### src/rtl/spi_slave_rx.sv
// spi_slave_rx: receive end of the 3-wire SPI link, oversampled on clk.
// Frames are cs low, one dummy sclk period, DATA_W bits LSB-first, cs high.
// Received words are offered on a valid/ready port with a one-word holding register.
// Optional feature: define SPI_SLAVE_FRAME_ERR_EN to add the frame_err pulse output.
module spi_slave_rx #(
  parameter int unsigned DATA_W      = 12,
  parameter int unsigned SYNC_STAGES = 2
) (
  input  logic              clk,
  input  logic              rst,
  input  logic              spi_cs,
  input  logic              spi_sclk,
  input  logic              spi_mosi,
  output logic [DATA_W-1:0] dout,
  output logic              dout_valid,
  input  logic              dout_ready,
`ifdef SPI_SLAVE_FRAME_ERR_EN
  output logic              frame_err,
`endif
  output logic              overrun
);

  localparam int unsigned CNT_W = $clog2(DATA_W);
  localparam logic [CNT_W-1:0] LAST_CNT = CNT_W'(DATA_W - 1);

  typedef enum logic [2:0] {
    WAIT_HI = 3'd0,
    IDLE    = 3'd1,
    SKIP    = 3'd2,
    SHIFT   = 3'd3,
    TAIL    = 3'd4
  } state_e;

  state_e state_q, state_d;

  logic [SYNC_STAGES-1:0] cs_sync_q, sclk_sync_q, mosi_sync_q;
  logic                   cs_q, sclk_q;
  logic                   cs_s, sclk_s, mosi_s;
  logic                   cs_fall, cs_rise, sclk_fall;

  logic [CNT_W-1:0]  cnt_q, cnt_d;
  logic [DATA_W-1:0] shreg_q, shreg_d;
  logic              pub_q, pub_d;
  logic [DATA_W-1:0] dout_q, dout_d;
  logic              dout_valid_q, dout_valid_d;
  logic              overrun_q, overrun_d;

  logic shift_en, last_bit, clr_cnt;

  assign cs_s   = cs_sync_q[SYNC_STAGES-1];
  assign sclk_s = sclk_sync_q[SYNC_STAGES-1];
  assign mosi_s = mosi_sync_q[SYNC_STAGES-1];

  assign cs_fall   = !cs_s && cs_q;
  assign cs_rise   = cs_s && !cs_q;
  assign sclk_fall = !sclk_s && sclk_q;

  // Synchronisers (equal depth for all pins) plus one-clk delay for edge detection.
  // The cs chain resets low so a frame already in progress never looks like a fresh cs fall.
  always_ff @(posedge clk) begin
    if (rst) begin
      cs_sync_q   <= '0;
      sclk_sync_q <= '0;
      mosi_sync_q <= '0;
      cs_q        <= 1'b0;
      sclk_q      <= 1'b0;
    end else begin
      cs_sync_q   <= {cs_sync_q[SYNC_STAGES-2:0], spi_cs};
      sclk_sync_q <= {sclk_sync_q[SYNC_STAGES-2:0], spi_sclk};
      mosi_sync_q <= {mosi_sync_q[SYNC_STAGES-2:0], spi_mosi};
      cs_q        <= cs_s;
      sclk_q      <= sclk_s;
    end
  end

  // Frame FSM state register.
  always_ff @(posedge clk) begin
    if (rst) state_q <= WAIT_HI;
    else     state_q <= state_d;
  end

  // Frame FSM next state; a cs rise before the word completes aborts the frame.
  always_comb begin
    state_d = state_q;
    case (state_q)
      WAIT_HI: if (cs_s) state_d = IDLE;
      IDLE:    if (cs_fall) state_d = SKIP;
      SKIP: begin
        if (cs_rise)        state_d = IDLE;
        else if (sclk_fall) state_d = SHIFT;
      end
      SHIFT: begin
        if (cs_rise)                            state_d = IDLE;
        else if (sclk_fall && cnt_q == LAST_CNT) state_d = TAIL;
      end
      TAIL:    if (cs_rise) state_d = IDLE;
      default: state_d = WAIT_HI;
    endcase
  end

  // Frame FSM controls for the datapath.
  always_comb begin
    shift_en = 1'b0;
    last_bit = 1'b0;
    clr_cnt  = 1'b0;
    case (state_q)
      IDLE:    clr_cnt = 1'b1;
      SHIFT: begin
        shift_en = sclk_fall && !cs_rise;
        last_bit = sclk_fall && !cs_rise && (cnt_q == LAST_CNT);
      end
      default: ;
    endcase
  end

  // Datapath next state: shift in bits, then publish the completed word one clk later.
  always_comb begin
    cnt_d        = cnt_q;
    shreg_d      = shreg_q;
    pub_d        = last_bit;
    dout_d       = dout_q;
    dout_valid_d = dout_valid_q;
    overrun_d    = 1'b0;
    if (clr_cnt)                  cnt_d = '0;
    else if (shift_en && !last_bit) cnt_d = cnt_q + CNT_W'(1);
    // LSB arrives first, so shifting right lands bit i at position i after DATA_W shifts.
    if (shift_en) shreg_d = {mosi_s, shreg_q[DATA_W-1:1]};
    if (pub_q) begin
      if (!dout_valid_q || dout_ready) begin
        dout_d       = shreg_q;
        dout_valid_d = 1'b1;
      end else begin
        overrun_d = 1'b1;
      end
    end else if (dout_valid_q && dout_ready) begin
      dout_valid_d = 1'b0;
    end
  end

  // Datapath registers.
  always_ff @(posedge clk) begin
    if (rst) begin
      cnt_q        <= '0;
      shreg_q      <= '0;
      pub_q        <= 1'b0;
      dout_q       <= '0;
      dout_valid_q <= 1'b0;
      overrun_q    <= 1'b0;
    end else begin
      cnt_q        <= cnt_d;
      shreg_q      <= shreg_d;
      pub_q        <= pub_d;
      dout_q       <= dout_d;
      dout_valid_q <= dout_valid_d;
      overrun_q    <= overrun_d;
    end
  end

  assign dout       = dout_q;
  assign dout_valid = dout_valid_q;
  assign overrun    = overrun_q;

`ifdef SPI_SLAVE_FRAME_ERR_EN
  logic frame_err_q, frame_err_d;

  // Flag aborted frames and every extra sclk fall after the word completed.
  always_comb begin
    frame_err_d = 1'b0;
    if ((state_q == SKIP || state_q == SHIFT) && cs_rise) frame_err_d = 1'b1;
    if (state_q == TAIL && sclk_fall)                      frame_err_d = 1'b1;
  end

  // Frame error pulse register.
  always_ff @(posedge clk) begin
    if (rst) frame_err_q <= 1'b0;
    else     frame_err_q <= frame_err_d;
  end

  assign frame_err = frame_err_q;
`endif

endmodule

### config.mk
export PLATFORM = sky130hd
export DESIGN_NAME = spi_slave_rx
export DESIGN_NICKNAME = d
export VERILOG_FILES = /design/src/rtl/spi_slave_rx.sv
export SDC_FILE = /design/constraint.sdc
export NUM_CORES = 1
export LEC_CHECK = 0
export BUFFER_PORTS_ARGS = -buffer_cell sky130_fd_sc_hd__buf_2
export CORE_MARGIN = 10
export CORE_UTILIZATION = 35
export CTS_CLUSTER_DIAMETER = 30
export DETAILED_ROUTE_END_ITERATION = 7
export SYNTH_ARGS = -nofsm -noshare
export SYNTH_HDL_FRONTEND = slang
export SYNTH_SLANG_ARGS = --single-unit
### constraint.sdc
create_clock -name clk -period 2.1 [get_ports clk]
set_input_delay 0.315 -clock clk [delete_from_list [all_inputs] [get_ports clk]]
set_output_delay 0.315 -clock clk [all_outputs]
set_load 0.03 [all_outputs]
==> metrics, run 1 <==
Starting Density=35.89%; TritonCTS buffer count=5; row count=24; skew final=0.01025 ns; Post-synth EDFFs=0; fraction of layout cells with a size suffix above 1=21.18%; core area=4354 um^2; Cell Chain, Critical Path=nor2b_1 > nor3_4 > buf_4 > a21bo_2 > a21oi_2; Crit Path Class=reg -> reg; WP data arrival=1.78 ns; status=completed; pwr dens=813.8 nW/um^2; die area=7538 um^2; period utilization=73.60%; nets=177; Post-Route WL=2747 um; CP Capture Type=register; Slew @ Worst Pin=0.5963 ns; Hold Violations, Final=0; area added between synthesis and finish=16.41%; GR met3 Demand/Resource=4.784%; placed cells=215; final instance area=1819 um^2; Initial DRC Count=39; global route hottest layer=met2; Max clock buf depth=2; first-pass GRT wire length=4712 um; asr flop ratio synth=0%; Non-Filler Instances=222; Gate Count Post-Synth=148; Die X=86.82 um; unrepaired setup endpoints after global routing=no; Critical Path RT=2.34 ns; Post-Syn Area=1563 um^2; fin. max-slew vios=0; Reg clk slew, reported paths=0.07 ns; count of cell types in the netlist=31; VDD IR-drop max=0.4447 mV; Die Ht=86.82 um; worst skew pair latency=0.30 ns; vias per inst=4.689; Critical Path Start=cs_sync_q[1]$_SDFF_PP0_; vias in the first global route=1,047; Final min period=1.546 ns; top_reg_cell synth=dfxtp_1; met1 usage=7.818%; post-CTS resize count=0; number of diodes=0; PortBufs=19; Post-Syn Nets=155; Fillers=426; Hold Crit Class=in -> reg; GRT met2 Usage=12.92%; worst stage delay on the critical path=0.52 ns; leakage power=0.8110 nW; Crit-path slowest cell=nor2b_1; First-pass DRT Iterations=4; initial antenna violation count=0; clk root buf=clkbuf_8; flops & latches, synth=42; Hold Buf Count CTS=0; via count=1,041; CTS tree=built; CP Max Fanout=15; GP Congestion=0.6932; number of clock sinks=42; post-DP HPWL=1956 um; setup TNS=0 ns; Yosys Warn Count=0; slew margin rel.=60.17%; maximum clock rate=647.0 MHz; antenna-violating nets left=0; most frequent cells in the layout=dfxtp_1, nor2_1, mux2i_1; htree depth=2; hold path startpoint=dout_ready; Critical Path Start Type=register; number of I/O pins=20; Setup Buffers After CTS=0; worst reg2reg startpoint=cs_sync_q[1]$_SDFF_PP0_; final setup fails=0; wire per inst=12.37 um; largest net degree at the start of global routing=30; total gr overflow=0; GRT Total Usage=7.953%; Synth Area per Inst=10.56 um^2; Seq/Total Area, Yosys=53.80%; max-cap viol count=0; commonest non-fill, non-tap cell in the layout=dfxtp_1; detailed-route DRC error count=0; placed inst area=1707 um^2
[cell type report]
cell class	instances	area [um^2]	share of cell area, %
sequential	42	840.8	46.22
multi-input combinational	96	671.9	36.93
timing repair buffer	22	117.6	6.465
clock buffer	6	82.58	4.539
tap	52	65.06	3.576
clock inverter	1	30.03	1.651
inverter	3	11.26	0.6190
[registers in the layout, summed over array words and instances (netlist names)]
register,cells
dout,12
shreg_q,12
cnt_q,4
state_q,3
cs_sync_q,2
mosi_sync_q,2
sclk_sync_q,2
cs_q,1
dout_valid,1
overrun,1
pub_q,1
sclk_q,1
[cells in the mapped netlist (2+ instances only)]
master / instances / share of area [%]
nand2_1: 3 / 0.72
nor2_1: 33 / 7.9
a2bb2oi_1: 2 / 1.1
nor4_1: 2 / 0.80
nor2b_1: 9 / 3.6
nor3_1: 2 / 0.64
clkbuf_1: 4 / 0.96
xnor2_1: 2 / 1.1
dfxtp_1: 42 / 54
a21oi_1: 2 / 0.64
mux2i_1: 25 / 16
inv_1: 3 / 0.72
[per-layer routing]
metal	routed length (um)	part of all wire [%]	vias to the layer above
li1	-	-	537
met1	1177	43	481
met2	1332	48	17
met3	183	6.7	6
met4	53	1.9	0
met5	0	0	-
[power breakdown]
group	total, mW	internal, mW	switching (mW)
clock	0.640	0.380	0.260
combinational	0.0322	0.0124	0.0199
sequential	0.808	0.803	0.00497
total	1.48	1.20	0.285
[critical path: cells and delay by family, from the launching register on]
family / cells / cell delay, ns
compound gates: 2 / 0.34
buf+inv: 1 / 0.23
simple gates: 2 / 0.56
flops: 1 / 0.36
[path summary, 6_finish.rpt]
path	end	slack [ns]	depth (start not counted)
hold / removal	overrun$_SDFF_PP0_	0.20	2
hold reg to reg	mosi_sync_q[1]$_SDFF_PP0_	0.44	1
setup / recovery	cnt_q[2]$_SDFFE_PP0P_	0.55	5
setup reg to reg	cnt_q[2]$_SDFFE_PP0P_	0.55	5
[cells by family after synthesis]
kind of cell / after synthesis / share of synthesized area, %
mux: 25 / 16.01
fa+ha+maj: 1 / 0.8005
flops: 42 / 53.80
compound gates: 10 / 4.644
xor+xnor: 2 / 1.121
simple gates: 58 / 20.42
buf+inv: 10 / 3.201
[per-stage QoR]
stage,power [mW],hold WS (ns),setup slack [ns],utilization [%]
4_1_cts,1.503,0.1941,0.5471,41.78
6_report,1.480,0.2046,0.5543,41.78
2_1_floorplan,0.8483,0.3943,0.5838,-
3_3_place_gp,0.8585,0.4249,0.6043,39.20
3_5_place_dp,0.8600,0.4261,0.5564,39.20
5_1_grt,1.541,0.2030,0.4185,41.78
(Power assumes the default switching activity.)
==> inputs of run 2 (changes only) <==
--- a/config.mk
+++ b/config.mk
@@ -5,6 +5,7 @@
 export SDC_FILE = /design/constraint.sdc
 export NUM_CORES = 1
 export LEC_CHECK = 0
+export ABC_AREA = 1
 export BUFFER_PORTS_ARGS = -buffer_cell sky130_fd_sc_hd__buf_2
 export CORE_MARGIN = 10
 export CORE_UTILIZATION = 35
==> constraint.sdc (replaced) <==
create_clock -name clk -period 1.44 [get_ports clk]
set_input_delay 0.216 -clock clk [delete_from_list [all_inputs] [get_ports clk]]
set_output_delay 0.216 -clock clk [all_outputs]
set_load 0.03 [all_outputs]
==> metrics, run 2 <==
post-DP HPWL=2054 um; area added between synthesis and finish=19.48%; Critical Path RT=1.67 ns; First-pass DRT Iterations=4; maximum clock rate=785.7 MHz; WP data arrival=1.50 ns; met1 usage=9.096%; commonest non-fill, non-tap cell in the layout=nor2_1; flops & latches, synth=42; Seq/Total Area, Yosys=52.58%; count of cell types in the netlist=20; vias per inst=4.491; Post-Syn Nets=219; placed inst area=1762 um^2; GP Congestion=0.8030; Hold Crit Class=in -> reg; post-synth top area cell=dfxtp_1; pwr dens=1413 nW/um^2; GR met3 Demand/Resource=2.971%; Commonest cells post-synth=nor2_1, dfxtp_1, o21ai_0, nand2_1, inv_1; htree depth=2; row count=24; slew margin rel.=77.11%; GRT Total Usage=8.237%; leakage power=0.8534 nW; PortBufs=19; unrepaired setup endpoints after global routing=no; Post-synth EDFFs=0; period utilization=88.39%; Setup Buffers After CTS=0; Post-Syn Area=1599 um^2; Fillers=467; status=completed; skew final=0.005952 ns; CP Capture Type=register; clk root buf=clkbuf_8; Reg clk slew, reported paths=0.08 ns; Final min period=1.273 ns; Initial DRC Count=40; number of diodes=0; Gate Count Post-Synth=212; VDD IR-drop max=0.6787 mV; Crit Path Class=reg -> reg; CP Max Fanout=12; final setup fails=0; post-synth top area share=52.58%; Yosys Warn Count=0; nets=243; top_reg_cell synth=dfxtp_1; detailed-route DRC error count=0; final instance area=1911 um^2; via count=1,298; setup TNS=0 ns; asr flop ratio synth=0%; TritonCTS buffer count=5; Critical Path Start Type=register; Hold Buf Count CTS=0; fraction of layout cells with a size suffix above 1=18.14%; Post-Route WL=2976 um; max-cap viol count=0; core area=4384 um^2; GRT met2 Usage=13.56%; fin. max-slew vios=0; count leader, synth=nor2_1; main area contributors after synthesis=dfxtp_1, nor2_1, o21ai_0; post-CTS resize count=0; number of I/O pins=20; wire per inst=10.30 um; most frequent cells in the layout=nor2_1, dfxtp_1, o21ai_0; Slew @ Worst Pin=0.3429 ns; Die Ht=87.59 um; die area=7672 um^2; vias in the first global route=1,230; first-pass GRT wire length=5133 um; Max clock buf depth=2; Starting Density=36.47%; antenna-violating nets left=0; global route hottest layer=met2; total gr overflow=0; CTS tree=built; worst skew pair latency=0.30 ns; Hold Violations, Final=0; Layout Utilization=43.58%; Synth Area per Inst=7.543 um^2; initial antenna violation count=0; largest net degree at the start of global routing=25; number of clock sinks=42; Die X=87.59 um
run 2: cell types whose count changed in the layout (fill, tap and decap cells not counted), sizes merged, moves of 3 or more:
cell,delta
nor2,+37
mux2i,-25
o21ai,+23
nand2,+22
inv,+17
nor2b,-9
nand3,+6
a21oi,+3
nand4,+3
run 2: report_power, final:
group,switching [mW],total [mW],internal (mW)
combinational,0.216,0.345,0.129
sequential,0.0383,1.24,1.20
clock,0.420,1.11,0.695
total,0.674,2.70,2.02
run 2: cell type report:
class / instances / area [um^2] / share of cell area, %
flip-flops and latches: 42 / 842.1 / 44.07
multi-input cells: 142 / 654.4 / 34.25
repair buffers: 24 / 132.6 / 6.942
inverters: 21 / 78.83 / 4.126
clock buffers: 5 / 68.82 / 3.602
clock inverters: 3 / 68.82 / 3.602
well taps: 52 / 65.06 / 3.405
run 2: kinds of logic (layout without fill, tap and decap cells):
| group | after synthesis | in the layout | share of synthesized area (%) |
|---|---|---|---|
| flip-flops | 42 | 42 | 52.58 |
| AO/OA/AOI/OAI | 32 | 32 | 10.56 |
| AND/OR/NAND/NOR | 108 | 108 | 28.40 |
| adder cells (fa/ha/maj) | 1 | 1 | 0.7823 |
| XOR/XNOR | 1 | 1 | 0.5478 |
| buffers and inverters | 28 | 53 | 7.120 |
run 2: per-stage QoR:
step | cells | worst slack [ns] | power (mW) | hold WS (ns)
2_1_floorplan | 212 | 0.1689 | 1.516 | 0.2953
3_3_place_gp | 281 | 0.1405 | 1.597 | 0.3897
3_5_place_dp | 281 | 0.08015 | 1.596 | 0.3973
4_1_cts | 289 | 0.06196 | 2.724 | 0.1119
5_1_grt | 289 | 0.02720 | 2.838 | 0.1214
6_report | 289 | 0.1673 | 2.699 | 0.1185
run 2: worst max-delay path, cell delays in order, from the launching register on:
cell and delay [ns]:
dfxtp_1 0.33, inv_1 0.05, nand2_1 0.18, nand2_2 0.11
nor2_4 0.15, buf_4 0.19, o21ai_0 0.09, nor2_1 0.10
run 2: worst paths after layout:
path,end,cells after the start,from,slack [ns]
hold reg to reg,sclk_sync_q[1]$_SDFF_PP0_,2,sclk_sync_q[0]$_SDFF_PP0_,0.41
setup / recovery,shreg_q[9]$_SDFFE_PP0N_,7,cs_q$_SDFF_PP0_,0.17
setup reg to reg,shreg_q[9]$_SDFFE_PP0N_,7,cs_q$_SDFF_PP0_,0.17
hold / removal,cs_sync_q[0]$_SDFF_PP0_,3,spi_cs,0.12
run 2: layer usage:
metal  wire length, um  up-vias  share of wire, %
li1                  -      708                 -
met1              1370      566                46
met2              1380       19                46
met3               170        5               5.7
met4                55        0               1.8
met5                 0        -                 0
==> inputs of run 3 (changes only) <==
==> constraint.sdc (replaced) <==
create_clock -name clk -period 1.2 [get_ports clk]
set_input_delay 0.24 -clock clk [delete_from_list [all_inputs] [get_ports clk]]
set_output_delay 0.24 -clock clk [all_outputs]
set_load 0.1 [all_outputs]
==> metrics, run 3 (synthesis gave the netlist of run 2 again) <==
die area=7672 um^2; VDD IR-drop max=0.8811 mV; Seq. cell area=865.8 um^2; R2R setup slack=0.02 ns; PortBufs=19; post-DP HPWL=2037 um; WP buf/inv=1; TritonCTS buffer count=5; skew final=0.005128 ns; htree depth=2; Reg clk slew, reported paths=0.08 ns; worst reg2reg startpoint=state_q[1]$_SDFFE_PP0P_; max-cap viol count=0; total gr overflow=0; number of diodes=0; Initial DRC Count=62; wire per inst=9.711 um; Worst Hold Slack=0.1447 ns; Cell Chain, Critical Path=nand2_2 > nor2_4 > nand2_2 > nor2_4 > nand2_2 > inv_2 > nand2_1 > a21oi_2; Fillers=404; Hold Violations, Final=0; vias in the first global route=1,218; FF-to-FF End=cnt_q[0]$_SDFFE_PP0P_; CP Capture Type=register; worst stage delay on the critical path=0.36 ns; switching share of power=25.39%; GP Congestion=0.8284; first-pass GRT wire length=5064 um; Gate power share=14.3%; Die X=87.59 um; most frequent cells in the layout=nor2_1, o21ai_0, dfxtp_1; nets=248; Psw=809.5 uW; via count=1,334; slew margin rel.=86.98%; largest net degree at the start of global routing=29; leakage power=0.9402 nW; core area=4384 um^2; row count=24; final setup fails=0; period utilization=98.21%; internal power=2.378 mW; Critical Path Start Type=register; antenna-violating nets left=0; Final min period=1.179 ns; worst setup margin=0.02148 ns; end point of the critical path=cnt_q[0]$_SDFFE_PP0P_; Slew @ Worst Pin=0.1952 ns; worst skew pair latency=0.29 ns; area occupied by multi-input gates=703.2 um^2; Hold Buf Count CTS=0; clk root buf=clkbuf_8; DP Worst Slack=-0.01746 ns; Critical Path RT=1.43 ns; status=completed; Crit Path Class=reg -> reg; Post-Route WL=2855 um; pwr dens=1412 nW/um^2; initial antenna violation count=0; detailed-route DRC error count=0; CP Max Fanout=4; CTS tree=built; Critical Path Start=state_q[1]$_SDFFE_PP0P_; commonest non-fill, non-tap cell in the layout=nor2_1; Die Ht=87.59 um; critical path depth in cells=8; vias per inst=4.537; sequential group share of total power=47.0%; Layout Utilization=51.48%; Hold Crit Class=in -> reg; CP dominant cell by count=nand2_2; First-pass DRT Iterations=4; overall power=3.188 mW; number of clock sinks=42; Top delay family on crit path=simple AND/OR/NAND/NOR gates; Clock power frac=38.7%; WP data arrival=1.41 ns; number of I/O pins=20; GRT Total Usage=8.042%; fin. max-slew vios=0; Worst Hold Path Cells=3; Max clock buf depth=2; maximum clock rate=848.5 MHz; Worst R2R Path Depth=8; Starting Density=36.47%; fraction of layout cells with a size suffix above 1=32.23%; unrepaired setup endpoints after global routing=yes; area added between synthesis and finish=41.16%; Crit-path slowest cell=dfxtp_2
## run 3: per-stage QoR
step	TNS (ns)	cell area [um^2]	instances
floorplan	-0.006988	1638	212
global placement	0	2054	285
detailed placement	-0.01746	2054	285
CTS	0	2198	293
global route	-0.7241	2257	294
finish	0	2257	294
## run 3: per-layer routing
metal,track usage [%],vias up,wire length [um]
met5,0,-,0
met4,3.478,0,50
met3,3.621,5,204
met2,13.23,23,1322
met1,8.755,588,1278
li1,-,718,-
## run 3: timing repair
item | CTS | global route
endpoints found under the setup margin | 2 | 31
setup buffers | 0 | 1
hold endpoints to repair | 0 | 0
resized for setup | 5 | 17
pin swaps | 1 | 7
## run 3: how the worst min path moves through the flow
stage                         startpoint                   endpoint  slack (ns)
4_1_cts                         spi_mosi  mosi_sync_q[0]$_SDFF_PP0_        0.14
6_report                        spi_mosi  mosi_sync_q[0]$_SDFF_PP0_        0.14
3_3_place_gp     cs_sync_q[0]$_SDFF_PP0_    cs_sync_q[1]$_SDFF_PP0_        0.39
3_5_place_dp   mosi_sync_q[0]$_SDFF_PP0_  mosi_sync_q[1]$_SDFF_PP0_        0.39
5_1_grt                         spi_mosi  mosi_sync_q[0]$_SDFF_PP0_        0.16
2_1_floorplan                        rst           pub_q$_SDFF_PP0_        0.32
## run 3: worst reg2reg max path, delay by kind of cell, from the launching register on
family / cells / cell delay, ns
flops: 1 / 0.36
simple gates: 6 / 0.57
buf+inv: 1 / 0.08
compound gates: 1 / 0.10
## run 3: area by class of cell
type / count / share of cell area (%)
Sequential cell: 42 / 38.36
Tap cell: 52 / 2.882
Clock buffer: 6 / 4.157
Inverter: 21 / 3.603
Multi-Input combinational cell: 142 / 31.15
Timing Repair Buffer: 29 / 18.13
Clock inverter: 2 / 1.718
## run 3: power groups by stage
| stage | clock network, mW | registers (mW) | logic [mW] |
|---|---|---|---|
| floorplan | 0 | 1.51 | 0.306 |
| global placement | 0 | 1.51 | 0.402 |
| detailed placement | 0 | 1.52 | 0.396 |
| CTS | 1.28 | 1.49 | 0.399 |
| global route | 1.33 | 1.50 | 0.533 |
| finish | 1.23 | 1.50 | 0.457 |
